File: config.mk
export PLATFORM = sky130hd
export DESIGN_NAME = multiword_add_sequencer
export DESIGN_NICKNAME = d
export VERILOG_FILES = /design/src/rtl/multiword_add_sequencer.sv
export SDC_FILE = /design/constraint.sdc
export NUM_CORES = 1
export LEC_CHECK = 0
export CORE_MARGIN = 2
export CORE_UTILIZATION = 27
export DETAILED_ROUTE_END_ITERATION = 8
export SYNTH_ARGS = -nofsm -noshare
export SYNTH_HDL_FRONTEND = slang
export SYNTH_SLANG_ARGS = --single-unit
File: constraint.sdc
create_clock -name clk -period 3.43 [get_ports clk]
set_input_delay 0.686 -clock clk [delete_from_list [all_inputs] [get_ports clk]]
set_output_delay 0.686 -clock clk [all_outputs]
set_load 0.02 [all_outputs]
File: src/rtl/multiword_add_sequencer.sv
// Multi-precision add/subtract engine: one shared N-bit ripple-carry adder is
// stepped over CHUNKS operand slices, LSB slice first, with the carry held in
// a register between slices. Requests and results use valid/ready handshakes.

// Plain N-bit ripple-carry adder; the only adder on the sequencer datapath.
module ripple_carry_adder #(
  parameter int N = 4
) (
  input  logic [N-1:0] a,
  input  logic [N-1:0] b,
  input  logic         cin,
  output logic [N-1:0] sum,
  output logic         cout
);

  // Carry ripples from bit 0 upward through a full-adder per bit.
  always_comb begin : carry_chain
    logic c;
    // NOTE: blocking assignments are required in combinational logic so that
    // each bit sees the carry produced by the bit below it in this same pass;
    // clocked state uses non-blocking assignments instead.
    c   = cin;
    sum = '0;
    for (int i = 0; i < N; i++) begin
      sum[i] = a[i] ^ b[i] ^ c;
      c      = (a[i] & b[i]) | (c & (a[i] ^ b[i]));
    end
    cout = c;
  end

endmodule

module multiword_add_sequencer #(
  parameter int N      = 4,
  parameter int CHUNKS = 4
) (
  input  logic                  clk,
  input  logic                  rst_n,
  input  logic                  in_valid,
  output logic                  in_ready,
  input  logic [N*CHUNKS-1:0]   in_a,
  input  logic [N*CHUNKS-1:0]   in_b,
  input  logic                  in_sub,
  input  logic                  in_cin,
  output logic                  out_valid,
  input  logic                  out_ready,
  output logic [N*CHUNKS-1:0]   out_sum,
  output logic                  out_cout,
  output logic                  out_ovf,
  output logic                  busy
);

  localparam int W  = N * CHUNKS;
  localparam int KW = (CHUNKS > 1) ? $clog2(CHUNKS) : 1;

  localparam logic [KW-1:0] K_LAST = KW'(CHUNKS - 1);

  localparam logic [1:0] S_IDLE = 2'd0;
  localparam logic [1:0] S_RUN  = 2'd1;
  localparam logic [1:0] S_DONE = 2'd2;

  logic [1:0]    state_q, state_d;
  logic [KW-1:0] k_q, k_d;
  logic [W-1:0]  a_q, a_d;
  logic [W-1:0]  b_q, b_d;
  logic [W-1:0]  sum_q, sum_d;
  logic          carry_q, carry_d;
  logic          cout_q, cout_d;
  logic          ovf_q, ovf_d;

  logic [31:0]   shamt;
  logic [W-1:0]  chunk_mask;
  logic [N-1:0]  add_a, add_b, add_sum;
  logic          add_cout;

  // Slice selection: shift the active chunk down to bit 0 for the adder and
  // build a mask that places the adder result back into the same slice.
  always_comb begin
    shamt      = 32'(k_q) * 32'(N);
    add_a      = N'(a_q >> shamt);
    add_b      = N'(b_q >> shamt);
    chunk_mask = W'({N{1'b1}}) << shamt;
  end

  ripple_carry_adder #(.N(N)) u_adder (
    .a    (add_a),
    .b    (add_b),
    .cin  (carry_q),
    .sum  (add_sum),
    .cout (add_cout)
  );

  // Next-state and datapath update for the IDLE -> RUN -> DONE sequence.
  always_comb begin
    // NOTE: every signal gets its hold value first so that no path through
    // the case statement leaves one unassigned, which would infer a latch.
    state_d = state_q;
    k_d     = k_q;
    a_d     = a_q;
    b_d     = b_q;
    sum_d   = sum_q;
    carry_d = carry_q;
    cout_d  = cout_q;
    ovf_d   = ovf_q;

    case (state_q)
      S_IDLE: begin
        if (in_valid) begin
          // Subtraction is A + ~B + ~borrow, so invert B and the borrow once
          // at capture; the RUN phase is then a pure addition.
          a_d     = in_a;
          b_d     = in_sub ? ~in_b : in_b;
          carry_d = in_sub ^ in_cin;
          k_d     = '0;
          state_d = S_RUN;
        end
      end

      S_RUN: begin
        sum_d   = (sum_q & ~chunk_mask) | (W'(add_sum) << shamt);
        carry_d = add_cout;
        if (k_q == K_LAST) begin
          cout_d  = add_cout;
          // Signed overflow: equal operand signs but a result sign that
          // differs; b_q already holds the inverted operand for subtraction.
          ovf_d   = (a_q[W-1] == b_q[W-1]) && (add_sum[N-1] != a_q[W-1]);
          state_d = S_DONE;
        end else begin
          k_d = k_q + KW'(1);
        end
      end

      S_DONE: begin
        if (out_ready) begin
          state_d = S_IDLE;
        end
      end

      default: begin
        state_d = S_IDLE;
      end
    endcase
  end

  // State registers; reset aborts any operation in progress.
  always_ff @(posedge clk or negedge rst_n) begin
    if (!rst_n) begin
      state_q <= S_IDLE;
      k_q     <= '0;
      a_q     <= '0;
      b_q     <= '0;
      sum_q   <= '0;
      carry_q <= 1'b0;
      cout_q  <= 1'b0;
      ovf_q   <= 1'b0;
    end else begin
      state_q <= state_d;
      k_q     <= k_d;
      a_q     <= a_d;
      b_q     <= b_d;
      sum_q   <= sum_d;
      carry_q <= carry_d;
      cout_q  <= cout_d;
      ovf_q   <= ovf_d;
    end
  end

  // Handshake and status outputs decode from state only.
  always_comb begin
    in_ready  = rst_n && (state_q == S_IDLE);
    out_valid = (state_q == S_DONE);
    busy      = (state_q != S_IDLE);
    out_sum   = sum_q;
    out_cout  = cout_q;
    out_ovf   = ovf_q;
  end

endmodule

==> impl_metrics.py, run 1 <==
metrics = {
    "timing": {
        "min_period_ns": 3.10,
        "setup_viol": 0,
        "hold_viol": 0,
        "fin_setup_tns_ns": 0,
        "setup_ws_ns": 0.327,
        "rsz0062_at_grt": "no",
        "tightest_slew_ns": 0.901,
        "skew_ns": 0.00650,
        "fmax_ghz": 0.322,
        "finalCritPeriodShare": 0.905,
        "slew_violations": 0,
        "timing.slew.headroom": 0.397,
    },
    "worst_setup_path": {
        "r2r_cells": 10,
        "slowest_stage": "fa_1",
        "path_cells": "mux4_2, fa_1, inv_1, fa_1, fa_1, inv_1, fa_1, and3b_1, a21oi_1, o21ai_0",
        "cpPeakStageDelay_ns": 0.62,
        "cp_common_cell": "fa_1",
        "path_max_fanout": 6,
        "crit_path_end_kind": "flop",
        "worstPathArrival_ns": 3.28,
        "start_kind": "flop",
        "worstPathRequired_ns": 3.60,
        "crit_type": "flop to flop",
    },
    "power": {
        "p_leak_nw": 1.38,
        "total_power_mw": 3.39,
        "cellPowerDensity_nw_per_um2": 999,
        "vdd_drop_max_mv": 0.459,
    },
    "synth": {
        "synth.avg_cell_area_um2": 12.5,
        "syn_inst": 209,
        "ys_types": 24,
        "netlist_area_um2": 2610,
        "synth.ff_latch_count": 55,
        "synth_nets": 255,
        "synth_top_area_frac": 0.527,
        "yosys-top-cells-area": "dfrtp_1 (53%), mux2_2 (7.8%), mux4_2 (6.9%), xnor2_1 (5.7%), nor2_1 (3.6%)",
        "yosysWarnings": 0,
        "ys_seq_area_frac": 0.527,
        "synth_top_cell_by_area": "dfrtp_1",
    },
    "place": {
        "dpl-instance-area_um2": 3310,
        "place_congestion": 0.754,
        "io_buffers": 58,
        "hpwl_mm": 4.13,
        "pre_cts_slack_ns": 0.319,
        "dp_cells": 389,
    },
    "final_layout": {
        "final_common_cell": "clkdlybuf4s50_1",
        "n_fill_cell": 943,
        "stdcell_count": 397,
        "area_delta_synth_final_pct": 30.0,
        "antenna_cells": 0,
        "drive_gt1_frac": 0.153,
        "finalInstanceArea_um2": 3390,
        "final_cell_mix": "clkdlybuf4s50_1 (57), dfrtp_1 (55), nor2_1 (25)",
        "final_nets": 313,
    },
    "min_path": {
        "hold_path_class": "flop to flop",
        "holdPathStages": 2,
    },
    "clocking": {
        "htreeDepth": 2,
        "cts_num_sinks": 55,
        "cts_root_buf": "clkbuf_8",
        "cts_hold_buf": 0,
        "postCtsSetupBuffers": 0,
        "cts_buffer_depth": 2,
        "path_clk_slew_ns": 0.10,
        "cts_tree": "built",
        "clk-insertion-delay-late_ns": 0.30,
        "numCtsBuffers": 5,
        "post_cts_resized": 0,
    },
    "floorplan": {
        "die_h_um": 102,
        "die-area_um2": 10500,
        "rows": 35,
        "ios": 59,
        "die_x_um": 102,
        "coreArea_um2": 9330,
        "start_util": 0.280,
    },
    "global_route": {
        "grt_antenna_before_repair": 0,
        "grt_overflow": 0,
        "grt_util_all_layers": 0.115,
        "grt_max_degree": 56,
        "grt_pass1_wl_mm": 9.23,
        "grt_pass1_vias": 1804,
    },
    "detailed_routing": {
        "drc": 0,
        "routedWlPerCell_um": 13.9,
        "wirelength_mm": 5.50,
        "ant_nets": 0,
        "first_iter_violations": 56,
        "vias_per_cell": 4.40,
        "vias": 1747,
        "dr.pass1.iters": 4,
    },
    "flow_run": {
        "cap_violations": 0,
    },
    "run_status": {
        "status": "finished, final reports clean",
    },
}
-- state kept, by name (all words and copies together), names as in the netlist --
register  count
state_q       2
out_sum      16
out_cout      1
k_q           2
a_q          16
b_q          16
carry_q       1
out_ovf       1
-- per-stage QoR --
stage / util / hold WS, ns
finish: 0.364 / 0.504
floorplan: - / 0.390
global placement: 0.355 / 0.482
global route: 0.364 / 0.523
detailed placement: 0.355 / 0.486
CTS: 0.364 / 0.507
-- cells by family after synthesis --
family	Yosys count	synth area share
DFF	55	0.527
adders and majority gates	8	0.0499
AOI/OAI and AO/OA	37	0.0978
xor gates and xnor gates	17	0.0570
buffers and inverters	22	0.0427
and+or+nand+nor	44	0.0786
muxes	26	0.147
-- critical path: cells and delay by family (launching register included) --
family | cells | cell delay [ns]
adders and majority gates | 4 | 1.35
buffers and inverters | 2 | 0.13
DFF | 1 | 0.54
muxes | 1 | 0.57
AOI/OAI and AO/OA | 2 | 0.19
and+or+nand+nor | 1 | 0.21
-- final timing paths --
| kind | startpoint | to | slack (ns) |
|---|---|---|---|
| hold reg to reg | out_sum[12] | out_sum[12] | 0.50 |
| setup reg to reg | k_q[0] | out_ovf | 0.33 |
| setup / recovery | k_q[0] | out_ovf | 0.33 |
| min in group asynchronous | rst_n | out_sum[7] | 0.52 |
| max in group asynchronous | rst_n | state_q[1] | 2.44 |
| hold / removal | out_sum[12] | out_sum[12] | 0.50 |
-- power breakdown --
group	switching [mW]	internal (mW)	leakage, nW
clock	0.204	0.143	0.0412
combinational	0.936	0.912	0.689
sequential	0.221	0.972	0.648
total	1.36	2.03	1.38
-- synthesized netlist by cell type --
| master | n |
|---|---|
| a211oi_2 | 1 |
| a21oi_1 | 17 |
| a22o_1 | 6 |
| a32o_1 | 8 |
| and2b_1 | 1 |
| and3b_1 | 1 |
| buf_2 | 5 |
| buf_4 | 6 |
| dfrtp_1 | 55 |
| fa_1 | 4 |
| ha_1 | 4 |
| inv_1 | 11 |
| mux2_2 | 18 |
| mux4_2 | 8 |
| nand2_1 | 10 |
| nand2b_1 | 2 |
| nand3b_1 | 1 |
| nor2_1 | 25 |
| nor3_1 | 1 |
| nor3b_1 | 1 |
| nor3b_4 | 1 |
| o21ai_0 | 5 |
| or2_2 | 1 |
| xnor2_1 | 17 |
-- area by class of cell --
class | count | area (um^2) | area share
inverters | 11 | 41.3 | 0.0122
repair buffers | 62 | 606 | 0.179
multi-input cells | 132 | 1120 | 0.331
flip-flops and latches | 55 | 1380 | 0.406
clock inverters | 2 | 12.5 | 0.00369
well taps | 129 | 161 | 0.0476
clock buffers | 6 | 72.6 | 0.0214
-- routing by layer --
layer,vias up,global-route usage,share of wire
met2,42,0.186,0.48
met5,-,0,0
met1,864,0.158,0.47
met3,2,0.0267,0.045
met4,0,0.0246,0.0047
li1,839,-,-
Power figures use the tool's default switching activity.
==> run 2, diff against run 1 <==
Settings changed: CORE_ASPECT_RATIO set to 0.7, DONT_BUFFER_PORTS set to 1, GPL_ROUTABILITY_DRIVEN set to 1.
==> impl_metrics.py, run 2 (synthesized netlist as in run 1, its figures left out) <==
metrics = {
    "detailed_routing": {
        "dr.pass1.iters": 4,
        "drc": 0,
        "wirelength_mm": 5.81,
        "vias_per_cell": 4.71,
        "routedWlPerCell_um": 17.5,
        "first_iter_violations": 66,
        "ant_nets": 0,
        "vias": 1569,
    },
    "power": {
        "switchingPower_mw": 1.37,
        "p_leak_nw": 1.20,
        "total_power_mw": 3.46,
        "switching_share": 0.395,
        "p_comb_frac": 0.421,
        "p_seq_frac": 0.392,
        "cellPowerDensity_nw_per_um2": 1190,
        "clkPwrFrac": 0.187,
        "vdd_drop_max_mv": 0.454,
        "p_int_mw": 2.09,
    },
    "clocking": {
        "cts_num_sinks": 55,
        "postCtsSetupBuffers": 0,
        "htreeDepth": 2,
        "clk-insertion-delay-late_ns": 0.29,
        "path_clk_slew_ns": 0.07,
        "cts_buffer_depth": 2,
        "cts_root_buf": "clkbuf_16",
        "post_cts_resized": 0,
        "cts_hold_buf": 0,
        "numCtsBuffers": 5,
        "cts_tree": "built",
    },
    "worst_setup_path": {
        "start_kind": "flop",
        "reg2reg_from": "k_q[0]",
        "r2r_slack_ns": 0.30,
        "crit_type": "flop to flop",
        "worstPathRequired_ns": 3.59,
        "path_max_fanout": 6,
        "worstPathArrival_ns": 3.29,
        "r2r_cells": 10,
        "r2r_end": "out_ovf",
        "crit_path_end_kind": "flop",
        "crit_path_start": "k_q[0]",
    },
    "global_route": {
        "grt_pass1_vias": 1663,
        "grt_overflow": 0,
        "grt_util_all_layers": 0.117,
        "grt_pass1_wl_mm": 9.36,
        "grt_max_degree": 57,
        "grt_antenna_before_repair": 0,
    },
    "final_layout": {
        "n_fill_cell": 951,
        "stdcell_count": 333,
        "antenna_cells": 0,
        "final_nets": 254,
        "multi_input_area_um2": 1120,
        "final_cell_mix": "dfrtp_1 (55), nor2_1 (25), mux2_2 (18)",
        "drive_gt1_frac": 0.191,
        "regArea_um2": 1380,
        "final_common_cell": "dfrtp_1",
        "area_delta_synth_final_pct": 11.5,
    },
    "timing": {
        "setup_viol": 0,
        "hold_slack_ns": 0.0855,
        "finalCritPeriodShare": 0.913,
        "timing.slew.headroom": 0.363,
        "min_period_ns": 3.13,
        "fin_setup_tns_ns": 0,
        "rsz0062_at_grt": "no",
        "hold_viol": 0,
        "fmax_ghz": 0.319,
        "slew_violations": 0,
        "tightest_slew_ns": 0.955,
        "skew_ns": 0.00889,
    },
    "floorplan": {
        "ios": 59,
        "die_h_um": 86.3,
        "start_util": 0.283,
        "die_x_um": 122,
        "coreArea_um2": 9220,
        "rows": 29,
        "die-area_um2": 10500,
    },
    "run_status": {
        "status": "finished, final reports clean",
    },
    "place": {
        "hpwl_mm": 4.46,
        "dp_cells": 325,
        "io_buffers": 0,
        "place_congestion": 0.791,
    },
    "min_path": {
        "hold_path_class": "input pin to asynchronous set/reset pin",
    },
    "flow_run": {
        "cap_violations": 0,
    },
}
run 2: cell count changes in the layout (fill, tap and decap cells not counted):
| cell | previous run | this run |
|---|---|---|
| buf_4 | 4 | 3 |
| bufinv_16 | 0 | 2 |
| buf_2 | 1 | 0 |
| clkinv_2 | 1 | 0 |
| clkdlybuf4s50_1 | 57 | 0 |
| clkbuf_1 | 1 | 0 |
| clkbuf_16 | 0 | 5 |
| clkbuf_8 | 5 | 0 |
run 2: layout make-up:
type	instances	area share
inverter	11	0.0142
multi-input combinational	132	0.386
clock inverter	3	0.0232
sequential	55	0.473
timing repair buffer	3	0.00774
clock buffer	5	0.0430
tap	124	0.0533
run 2: worst max-delay path, stage by stage, from the launching register on:
cell	delay (ns)
dfrtp_1	0.53
mux4_2	0.58
fa_1	0.39
inv_1	0.08
fa_1	0.19
fa_1	0.16
inv_1	0.05
fa_1	0.61
and3b_1	0.21
a21oi_1	0.11
o21ai_0	0.08
run 2: worst max path at each step:
| stage | slack, ns | cells past startpoint | to |
|---|---|---|---|
| after floorplan | 0.42 | 12 | out_ovf |
| after CTS | 0.27 | 10 | out_ovf |
| final | 0.30 | 10 | out_ovf |
| after global placement | 0.43 | 10 | out_ovf |
| after detailed placement | 0.25 | 10 | out_ovf |
| after global routing | 0.03 | 10 | out_ovf |
run 2: power by group through the flow:
stage               Sequential, mW  Combinational [mW]  Clock (mW)
floorplan                     1.25                1.21           0
global placement              1.38                1.41           0
detailed placement            1.38                1.48           0
CTS                           1.37                1.48       0.664
global route                  1.41                1.64       0.684
finish                        1.36                1.46       0.646
run 2: layer usage:
| metal | GRT usage | vias to the layer above | share of wire |
|---|---|---|---|
| li1 | - | 724 | - |
| met1 | 0.163 | 783 | 0.46 |
| met2 | 0.160 | 55 | 0.41 |
| met3 | 0.0579 | 7 | 0.11 |
| met4 | 0.0282 | 0 | 0.0098 |
| met5 | 0 | - | 0 |
run 2: stage by stage:
step | util | setup WS (ns) | cell area, um^2
finish | 0.316 | 0.299 | 2910
global placement | 0.295 | 0.427 | 2720
detailed placement | 0.295 | 0.251 | 2720
floorplan | - | 0.421 | 2610
global route | 0.316 | 0.0281 | 2910
CTS | 0.316 | 0.267 | 2910
==> run 3, diff against run 2 <==
Settings changed: DONT_BUFFER_PORTS 1 to not set.
==> impl_metrics.py, run 3 (synthesized netlist as in run 1, its figures left out) <==
metrics = {
    "detailed_routing": {
        "vias": 1761,
        "dr_wl_met3_um": 374,
        "drc": 0,
        "wl_met2_mm": 2.40,
        "routedWlPerCell_um": 15.0,
        "ant_nets": 0,
        "first_iter_violations": 79,
        "dr.pass1.iters": 4,
        "vias_per_cell": 4.47,
        "wirelength_mm": 5.91,
        "top_layer": "met4",
        "met1_length_mm": 3.12,
    },
    "final_layout": {
        "final_nets": 315,
        "area_delta_synth_final_pct": 33.0,
        "drive_gt1_frac": 0.159,
        "final_common_cell": "clkdlybuf4s50_1",
        "final_cell_mix": "clkdlybuf4s50_1 (57), dfrtp_1 (55), nor2_1 (25)",
        "antenna_cells": 0,
        "fin_util": 0.377,
        "n_fill_cell": 939,
        "finalInstanceArea_um2": 3470,
    },
    "place": {
        "io_buffers": 58,
        "place_congestion": 0.762,
        "hpwl_mm": 4.64,
        "dpl-instance-area_um2": 3320,
        "pre_cts_slack_ns": 0.400,
    },
    "floorplan": {
        "die_x_um": 122,
        "die-area_um2": 10500,
        "start_util": 0.283,
        "rows": 29,
        "ios": 59,
        "coreArea_um2": 9220,
        "die_h_um": 86.3,
    },
    "timing": {
        "tightest_slew_ns": 0.919,
        "fin_setup_tns_ns": 0,
        "timing.slew.headroom": 0.386,
        "min_period_ns": 3.05,
        "setup_ws_ns": 0.383,
        "fmax_ghz": 0.328,
        "rsz0062_at_grt": "no",
        "slew_violations": 0,
        "skew_ns": 0.00386,
        "hold_viol": 0,
        "finalCritPeriodShare": 0.888,
        "setup_viol": 0,
    },
    "worst_setup_path": {
        "crit_path_start": "k_q[1]",
        "crit_type": "flop to flop",
        "worstPathRequired_ns": 3.58,
        "start_kind": "flop",
        "path_max_fanout": 12,
        "endpoint": "out_ovf",
        "crit_path_end_kind": "flop",
        "r2r_slack_ns": 0.38,
        "r2r_end": "out_ovf",
        "r2r_cells": 10,
        "reg2reg_from": "k_q[1]",
        "worstPathArrival_ns": 3.20,
    },
    "power": {
        "cellPowerDensity_nw_per_um2": 1040,
        "total_power_mw": 3.61,
        "p_leak_nw": 1.42,
        "vdd_drop_max_mv": 0.427,
    },
    "global_route": {
        "grt_antenna_before_repair": 0,
        "grt_max_degree": 56,
        "grt_overflow": 0,
        "grt_pass1_vias": 1781,
        "grt_pass1_wl_mm": 9.60,
        "grt_util_all_layers": 0.119,
    },
    "clocking": {
        "cts_hold_buf": 0,
        "cts_tree": "built",
        "cts_root_buf": "clkbuf_16",
        "htreeDepth": 2,
        "path_clk_slew_ns": 0.07,
        "cts_buffer_depth": 2,
        "cts_num_sinks": 55,
        "clk-insertion-delay-late_ns": 0.28,
        "post_cts_resized": 0,
        "postCtsSetupBuffers": 0,
        "numCtsBuffers": 5,
    },
    "flow_run": {
        "cap_violations": 0,
    },
    "run_status": {
        "status": "finished, final reports clean",
    },
    "min_path": {
        "hold_path_class": "flop to flop",
    },
}
## run 3: cell types whose count changed in the layout (fill, tap and decap cells not counted), sizes merged
cell	previous run	this run
bufinv	2	0
clkbuf	5	8
clkdlybuf4s50	0	57
buf	3	7
clkinvlp	1	0
## run 3: final cells by class
type | instances | area [um^2] | share of cell area
sequential | 55 | 1380 | 0.396
multi-input combinational | 132 | 1120 | 0.323
timing repair buffer | 64 | 621 | 0.179
clock buffer | 8 | 156 | 0.0450
tap | 124 | 155 | 0.0447
inverter | 11 | 41.3 | 0.0119
## run 3: power by group
part	total, mW	internal (mW)	switching [mW]
Combinational	1.87	0.930	0.941
Sequential	1.21	0.974	0.238
Clock	0.522	0.311	0.211
Total	3.61	2.22	1.39
## run 3: how the worst min path moves through the flow
| stage | startpoint | endpoint | slack [ns] | depth (start not counted) |
|---|---|---|---|---|
| 2_1_floorplan | rst_n | a_q[0] | 0.39 | 0 |
| 3_3_place_gp | out_sum[12] | out_sum[12] | 0.48 | 2 |
| 3_5_place_dp | out_sum[12] | out_sum[12] | 0.48 | 2 |
| 4_1_cts | out_sum[12] | out_sum[12] | 0.49 | 2 |
| 5_1_grt | out_sum[9] | out_sum[9] | 0.52 | 1 |
| 6_report | out_sum[12] | out_sum[12] | 0.49 | 2 |
## run 3: through the flow
stage / hold WS (ns) / std cells
after floorplan: 0.390 / 209
after detailed placement: 0.476 / 386
after CTS: 0.491 / 394
after global routing: 0.517 / 394
final: 0.488 / 394
after global placement: 0.483 / 386
## run 3: critical path, cell delays in order, from the launching register on
cell,delay [ns]
dfrtp_1,0.65
mux4_2,0.40
fa_1,0.39
inv_1,0.08
fa_1,0.18
fa_1,0.16
inv_1,0.05
fa_1,0.61
and3b_1,0.21
a21oi_1,0.10
o21ai_0,0.08
## run 3: per-layer routing
| metal | up-vias | track usage |
|---|---|---|
| li1 | 843 | - |
| met1 | 865 | 0.193 |
| met2 | 51 | 0.162 |
| met3 | 2 | 0.0296 |
| met4 | 0 | 0.0188 |
| met5 | - | 0 |
